===== config.mk =====
export PLATFORM = sky130hd
export DESIGN_NAME = occupancy_counter
export DESIGN_NICKNAME = d
export VERILOG_FILES = /design/src/rtl/occ_pkg.sv /design/src/rtl/sensor_debounce.sv /design/src/rtl/occupancy_counter.sv
export SDC_FILE = /design/constraint.sdc
export NUM_CORES = 1
export LEC_CHECK = 0
export CAP_MARGIN = 15
export CORE_ASPECT_RATIO = 0.7
export CORE_MARGIN = 1
export CORE_UTILIZATION = 40
export DETAILED_ROUTE_END_ITERATION = 6
export GPL_ROUTABILITY_DRIVEN = 0
export GPL_TIMING_DRIVEN = 0
export PLACE_DENSITY = 0.62
export REMOVE_ABC_BUFFERS = 1
export SLEW_MARGIN = 20
export SYNTH_ARGS = -nofsm -noshare
export SYNTH_HDL_FRONTEND = slang
export SYNTH_HIERARCHICAL = 1
export SYNTH_SLANG_ARGS = --single-unit

===== constraint.sdc =====
create_clock -name clk -period 4.75 [get_ports clk]
set_input_delay 1.425 -clock clk [delete_from_list [all_inputs] [get_ports clk]]
set_output_delay 1.425 -clock clk [all_outputs]
set_load 0.1 [all_outputs]

===== src/rtl/occ_pkg.sv =====
// Shared definitions for the doorway occupancy counter: FSM state encoding and
// sensor-pair codes, with the pair ordered {outer beam a, inner beam b}.
package occ_pkg;

  typedef enum logic [2:0] {
    WAIT_CLR = 3'd0,
    IDLE     = 3'd1,
    EN1      = 3'd2,
    EN2      = 3'd3,
    EN3      = 3'd4,
    EX1      = 3'd5,
    EX2      = 3'd6,
    EX3      = 3'd7
  } occ_state_t;

  localparam logic [1:0] S_NONE = 2'b00;
  localparam logic [1:0] S_A    = 2'b10;
  localparam logic [1:0] S_B    = 2'b01;
  localparam logic [1:0] S_AB   = 2'b11;

  function automatic logic [1:0] sensor_pair(input logic a, input logic b);
    return {a, b};
  endfunction

endpackage


===== src/rtl/sensor_debounce.sv =====
// Two-flop synchronizer followed by a stable-for-DEBOUNCE_CYCLES filter.
// The output reaches the FSM 2 + DEBOUNCE_CYCLES clock edges after din settles.
module sensor_debounce
  import occ_pkg::*;
#(
  parameter int DEBOUNCE_CYCLES = 4
) (
  input  logic clk,
  input  logic reset,
  input  logic din,
  output logic dout
);

  localparam int CW = (DEBOUNCE_CYCLES > 1) ? $clog2(DEBOUNCE_CYCLES) : 1;
  localparam logic [CW-1:0] LAST = CW'(DEBOUNCE_CYCLES - 1);

  logic          sync1;
  logic          sync2;
  logic          held;
  logic [CW-1:0] stable_cnt;

  always_ff @(posedge clk or posedge reset) begin
    if (reset) begin
      sync1      <= 1'b0;
      sync2      <= 1'b0;
      held       <= 1'b0;
      stable_cnt <= '0;
    end else begin
      sync1 <= din;
      sync2 <= sync1;
      if (sync2 != held) begin
        if (stable_cnt == LAST) begin
          held       <= sync2;
          stable_cnt <= '0;
        end else begin
          stable_cnt <= stable_cnt + 1'b1;
        end
      end else begin
        stable_cnt <= '0;
      end
    end
  end

  // The new level is forwarded during its final qualifying cycle, so the FSM
  // samples it on the same edge that commits it to held.
  assign dout = (sync2 != held && stable_cnt == LAST) ? sync2 : held;

endmodule


===== src/rtl/occupancy_counter.sv =====
// Direction-aware doorway occupancy counter with saturating count and full/empty flags.
// Define OCC_DEBOUNCE_EN to insert synchronizer + debounce filters on both sensors.
module occupancy_counter
  import occ_pkg::*;
#(
  parameter int WIDTH           = 8,
  parameter int MAX_COUNT       = 200,
  parameter int DEBOUNCE_CYCLES = 4
) (
  input  logic             clk,
  input  logic             reset,
  input  logic             sens_a,
  input  logic             sens_b,
  output logic [WIDTH-1:0] count,
  output logic             full,
  output logic             empty,
  output logic             entry_pulse,
  output logic             exit_pulse,
  output logic             sat_err,
  output logic             seq_err
);

  localparam logic [WIDTH-1:0] MAX_C = WIDTH'(MAX_COUNT);

  if (MAX_COUNT < 1 || MAX_COUNT > (2 ** WIDTH) - 1 || DEBOUNCE_CYCLES < 1) begin : g_bad_config
    $error("occupancy_counter: illegal parameter combination");
  end

  logic a_f;
  logic b_f;

`ifdef OCC_DEBOUNCE_EN
  sensor_debounce #(.DEBOUNCE_CYCLES(DEBOUNCE_CYCLES)) u_deb_a (
    .clk   (clk),
    .reset (reset),
    .din   (sens_a),
    .dout  (a_f)
  );
  sensor_debounce #(.DEBOUNCE_CYCLES(DEBOUNCE_CYCLES)) u_deb_b (
    .clk   (clk),
    .reset (reset),
    .din   (sens_b),
    .dout  (b_f)
  );
`else
  assign a_f = sens_a;
  assign b_f = sens_b;
`endif

  occ_state_t state;
  occ_state_t state_next;
  logic [1:0] pair;
  logic       entry_done;
  logic       exit_done;
  logic       illegal;

  assign pair = sensor_pair(a_f, b_f);

  always_comb begin
    state_next = state;
    entry_done = 1'b0;
    exit_done  = 1'b0;
    illegal    = 1'b0;
    unique case (state)
      WAIT_CLR: if (pair == S_NONE) state_next = IDLE;
      IDLE: begin
        unique case (pair)
          S_A:     state_next = EN1;
          S_B:     state_next = EX1;
          S_AB:    begin state_next = WAIT_CLR; illegal = 1'b1; end
          default: state_next = IDLE;
        endcase
      end
      EN1: begin
        unique case (pair)
          S_AB:    state_next = EN2;
          S_NONE:  state_next = IDLE;
          S_B:     begin state_next = WAIT_CLR; illegal = 1'b1; end
          default: state_next = EN1;
        endcase
      end
      EN2: begin
        unique case (pair)
          S_B:     state_next = EN3;
          S_A:     state_next = EN1;
          S_NONE:  begin state_next = WAIT_CLR; illegal = 1'b1; end
          default: state_next = EN2;
        endcase
      end
      EN3: begin
        unique case (pair)
          S_AB:    state_next = EN2;
          S_NONE:  begin state_next = IDLE; entry_done = 1'b1; end
          S_A:     begin state_next = WAIT_CLR; illegal = 1'b1; end
          default: state_next = EN3;
        endcase
      end
      EX1: begin
        unique case (pair)
          S_AB:    state_next = EX2;
          S_NONE:  state_next = IDLE;
          S_A:     begin state_next = WAIT_CLR; illegal = 1'b1; end
          default: state_next = EX1;
        endcase
      end
      EX2: begin
        unique case (pair)
          S_A:     state_next = EX3;
          S_B:     state_next = EX1;
          S_NONE:  begin state_next = WAIT_CLR; illegal = 1'b1; end
          default: state_next = EX2;
        endcase
      end
      EX3: begin
        unique case (pair)
          S_AB:    state_next = EX2;
          S_NONE:  begin state_next = IDLE; exit_done = 1'b1; end
          S_B:     begin state_next = WAIT_CLR; illegal = 1'b1; end
          default: state_next = EX3;
        endcase
      end
      default: state_next = WAIT_CLR;
    endcase
  end

  always_ff @(posedge clk or posedge reset) begin
    if (reset) begin
      state       <= WAIT_CLR;
      count       <= '0;
      full        <= 1'b0;
      empty       <= 1'b1;
      entry_pulse <= 1'b0;
      exit_pulse  <= 1'b0;
      sat_err     <= 1'b0;
      seq_err     <= 1'b0;
    end else begin
      state       <= state_next;
      entry_pulse <= 1'b0;
      exit_pulse  <= 1'b0;
      sat_err     <= 1'b0;
      seq_err     <= illegal;
      if (entry_done) begin
        if (count < MAX_C) begin
          count       <= count + 1'b1;
          full        <= (count + 1'b1 == MAX_C);
          empty       <= 1'b0;
          entry_pulse <= 1'b1;
        end else begin
          sat_err <= 1'b1;
        end
      end else if (exit_done) begin
        if (count != '0) begin
          count      <= count - 1'b1;
          full       <= 1'b0;
          empty      <= (count == WIDTH'(1));
          exit_pulse <= 1'b1;
        end else begin
          sat_err <= 1'b1;
        end
      end
    end
  end

endmodule

==> impl_metrics.xml <==
<?xml version="1.0" encoding="UTF-8"?>
<metrics>
  <group name="power_and_ir_drop">
    <metric name="power.leakage" unit="nW">0.6185</metric>
    <metric name="share_seq_of_total_power" unit="">0.311</metric>
    <metric name="combPwrFrac" unit="">0.583</metric>
    <metric name="share_clk_of_total_power" unit="">0.106</metric>
    <metric name="p_sw_frac" unit="">0.5675</metric>
    <metric name="internal_power" unit="W">0.0004383</metric>
    <metric name="total_switching_power" unit="W">0.0005751</metric>
    <metric name="total_power_density_per_cell_area" unit="nW/µm²">695.2</metric>
    <metric name="ir_worst_vdd" unit="µV">313.8</metric>
  </group>
  <group name="route">
    <metric name="detail_route.iter0.violations" unit="">44</metric>
    <metric name="top_layer" unit="">met4</metric>
    <metric name="drt_pass1_iterations" unit="">4</metric>
    <metric name="metal_1_wl" unit="mm">1.191</metric>
    <metric name="met3_length" unit="µm">173</metric>
    <metric name="via_count" unit="">976</metric>
    <metric name="detailroute.wirelength.met2" unit="mm">1.007</metric>
    <metric name="detail_route.drc_violations" unit="">0</metric>
    <metric name="antenna_left" unit="">0</metric>
    <metric name="totalWireLength" unit="mm">2.389</metric>
    <metric name="post_drt_via_cell_ratio" unit="">5.276</metric>
    <metric name="post_detailed_route_wirelength_per_cell" unit="µm">12.91</metric>
  </group>
  <group name="timing">
    <metric name="timing.final.crit_share" unit="">0.7658</metric>
    <metric name="rsz0062_at_grt" unit="">no</metric>
    <metric name="fin_crit" unit="ns">3.637</metric>
    <metric name="final-setup-viol-count" unit="">0</metric>
    <metric name="max_clock_freq" unit="MHz">274.9</metric>
    <metric name="worst_slew_pin_slew" unit="ns">0.9880</metric>
    <metric name="finalSetupTns" unit="ns">0</metric>
    <metric name="report.final.hold_viol_count" unit="">0</metric>
    <metric name="slew_viol_final" unit="">0</metric>
    <metric name="finalClockSkew" unit="ns">0.004820</metric>
    <metric name="slew_headroom" unit="">0.3393</metric>
  </group>
  <group name="floorplanning">
    <metric name="rows" unit="">16</metric>
    <metric name="dieArea" unit="µm²">3366</metric>
    <metric name="ios" unit="">18</metric>
    <metric name="floorplan.initialDensity" unit="">0.4349</metric>
    <metric name="fp.dieW" unit="µm">68.92</metric>
    <metric name="fp.coreArea" unit="µm²">2883</metric>
    <metric name="die_h" unit="µm">48.84</metric>
  </group>
  <group name="grt">
    <metric name="first_pass_grt_wire_length" unit="mm">4.250</metric>
    <metric name="grt_remaining_overflow" unit="">0</metric>
    <metric name="grt_pass1_vias" unit="">907</metric>
    <metric name="grt_antenna_before_repair" unit="">0</metric>
    <metric name="grtUsageTotal" unit="">0.1675</metric>
    <metric name="maximum_number_of_pins_on_one_net_before_global_route_repair" unit="">18</metric>
  </group>
  <group name="clocking">
    <metric name="cts_made_buffers" unit="">3</metric>
    <metric name="clockRootBuffer" unit="">sky130_fd_sc_hd__clkbuf_8</metric>
    <metric name="clock-sinks" unit="">17</metric>
    <metric name="clock_tree_from_tritoncts" unit="">done</metric>
    <metric name="post_cts_hold_buffer_count" unit="">0</metric>
    <metric name="post-cts-setup-buffer-count" unit="">0</metric>
    <metric name="insertion_delay" unit="ns">0.25</metric>
    <metric name="cts_repair_resize_count" unit="">0</metric>
    <metric name="clkSlewWorstSetupHoldPaths" unit="ns">0.07</metric>
    <metric name="ctsLongestPathBuffers" unit="">2</metric>
    <metric name="htree_num_levels" unit="">1</metric>
  </group>
  <group name="worst_setup_path">
    <metric name="worst-setup-path-type" unit="">input pin to register</metric>
    <metric name="start_kind" unit="">input pin</metric>
    <metric name="worst-endpoint-required" unit="ns">4.87</metric>
    <metric name="cp_max_fo" unit="">9</metric>
    <metric name="r2r.worst_path.cells" unit="">5</metric>
    <metric name="timing.critical_path.to_type" unit="">register</metric>
    <metric name="crit_arrival" unit="ns">3.76</metric>
  </group>
  <group name="yosys">
    <metric name="synthesis.area" unit="µm²">1254</metric>
    <metric name="postSynthRegisterBits" unit="">17</metric>
    <metric name="synthesis.yosys.warnings" unit="">6</metric>
    <metric name="synth_commonest_cells" unit="">sky130_fd_sc_hd__dfrtp_1 (16), sky130_fd_sc_hd__nand2_1 (16), sky130_fd_sc_hd__a21oi_1 (13), sky130_fd_sc_hd__ha_1 (11), sky130_fd_sc_hd__o21ai_0 (8)</metric>
    <metric name="netlist.top_cell.by_area" unit="">sky130_fd_sc_hd__dfrtp_1</metric>
    <metric name="synth_enable_flop_cells" unit="">0</metric>
    <metric name="netlist.area_leader.share" unit="">0.3194</metric>
    <metric name="synth-async-reset-ratio" unit="">1.000</metric>
    <metric name="post_synth_num_cell_types" unit="">36</metric>
    <metric name="yosysSeqAreaShare" unit="">0.3403</metric>
    <metric name="ys.flop_type" unit="">sky130_fd_sc_hd__dfrtp_1</metric>
    <metric name="synthesis.area_per_instance" unit="µm²">8.955</metric>
    <metric name="netlist_top_cells_area" unit="">sky130_fd_sc_hd__dfrtp_1 (32%), sky130_fd_sc_hd__ha_1 (11%), sky130_fd_sc_hd__a21oi_1 (5.2%)</metric>
    <metric name="postSynthCellCount" unit="">140</metric>
  </group>
  <group name="hold_path">
    <metric name="worst_hold_path.num_cells" unit="">2</metric>
    <metric name="min-delay-path-class" unit="">register to register</metric>
  </group>
  <group name="status">
    <metric name="result_of_the_run" unit="">finished clean</metric>
  </group>
  <group name="cells_and_area">
    <metric name="area_growth_syn_to_layout" unit="%">16.27</metric>
    <metric name="layout-drive-gt1-share" unit="">0.1007</metric>
    <metric name="nNetsFinal" unit="">165</metric>
    <metric name="post_route_core_utilization" unit="">0.5056</metric>
    <metric name="layoutNonFillerInstCount" unit="">185</metric>
    <metric name="diodes" unit="">0</metric>
  </group>
  <group name="placement">
    <metric name="place.port_buffers" unit="">17</metric>
    <metric name="post-place-cells" unit="">181</metric>
    <metric name="dpl.hpwl" unit="mm">1.721</metric>
  </group>
  <group name="job">
    <metric name="cap_viol_max_count" unit="">0</metric>
  </group>
</metrics>
## path summary, 6_finish.rpt
| path | slack [ns] | to | startpoint |
|---|---|---|---|
| max | 1.11 | count[3] | sens_b |
| max in group asynchronous | 2.77 | count[5] | reset |
| min in group asynchronous | 1.56 | entry_pulse | reset |
| min reg2reg | 0.48 | full | full |
| min | 0.48 | full | full |
| max reg2reg | 2.42 | count[3] | state[2] |
## stage by stage
stage | area, µm² | setup slack [ns] | power (W) | hold slack [ns]
2_1_floorplan | 1190 | 1.500 | 0.0007672 | 0.5895
3_3_place_gp | 1405 | 0.4923 | 0.0008973 | 0.4651
3_5_place_dp | 1411 | 0.8551 | 0.0009054 | 0.4714
4_1_cts | 1458 | 1.115 | 0.001017 | 0.4829
5_1_grt | 1458 | 0.9292 | 0.001082 | 0.5269
6_report | 1458 | 1.113 | 0.001013 | 0.4766
## area by class of cell
cell class,instances,area [µm²]
inverter,5,18.77
sequential,17,426.7
multi-input combinational,106,750.7
timing repair buffer,17,170.2
fill,279,1425
tap,36,45.04
clock inverter,1,5.005
clock buffer,3,41.29
## power by group through the flow
stage	clock [W]	sequential, W	combinational [W]
after global routing	0.000121	0.000333	0.000628
after floorplan	0	0.000549	0.000218
after detailed placement	0	0.000317	0.000588
after global placement	0	0.000314	0.000583
final	0.000108	0.000315	0.000591
after CTS	0.000111	0.000315	0.000591
## worst max-delay path, cell delays in order
cell	delay, ns
sky130_fd_sc_hd__clkdlybuf4s50_1	0.47
sky130_fd_sc_hd__inv_1	0.15
sky130_fd_sc_hd__ha_1	0.31
sky130_fd_sc_hd__nor4bb_2	0.80
sky130_fd_sc_hd__nor3_1	0.22
sky130_fd_sc_hd__nand2b_1	0.14
sky130_fd_sc_hd__a21oi_1	0.07
sky130_fd_sc_hd__xor2_1	0.16
## registers in the layout, summed over array words and instances, names as in the netlist
name,count
state,3
full,1
entry_pulse,1
seq_err,1
exit_pulse,1
sat_err,1
empty,1
count,8
## routing by layer
metal,vias up,GRT usage
met5,-,0
met1,440,0.2449
li1,500,-
met4,0,0.03061
met3,4,0.05841
met2,32,0.2379
## cell families (layout without fill, tap and decap cells)
logic type,Yosys count,after routing,synth area share
compound gates,30,30,0.1507
mux,1,1,0.007984
xor+xnor,9,9,0.06288
simple gates,55,55,0.2625
flops,17,17,0.3403
buf+inv,17,26,0.06587
fa+ha+maj,11,11,0.1098
## placed cells by master (no fill, tap or decap), types with 2 or more instances in the layout
cell | Yosys | final
sky130_fd_sc_hd__dfrtp_1 | 16 | 16
sky130_fd_sc_hd__nor3b_1 | 3 | 3
sky130_fd_sc_hd__nand2_1 | 16 | 16
sky130_fd_sc_hd__inv_1 | 5 | 5
sky130_fd_sc_hd__nand3_1 | 6 | 6
sky130_fd_sc_hd__nand4_1 | 5 | 5
sky130_fd_sc_hd__a211oi_1 | 2 | 2
sky130_fd_sc_hd__o21ai_0 | 8 | 8
sky130_fd_sc_hd__xor2_1 | 6 | 6
sky130_fd_sc_hd__clkbuf_8 | 0 | 3
sky130_fd_sc_hd__ha_1 | 11 | 11
sky130_fd_sc_hd__clkdlybuf4s50_1 | 0 | 17
sky130_fd_sc_hd__xnor2_1 | 3 | 3
sky130_fd_sc_hd__a21oi_1 | 13 | 13
sky130_fd_sc_hd__nor2_1 | 7 | 7
sky130_fd_sc_hd__nor2_4 | 2 | 2
sky130_fd_sc_hd__nor2b_1 | 3 | 3
sky130_fd_sc_hd__nor3_1 | 5 | 5
Power figures use the tool's default switching activity.
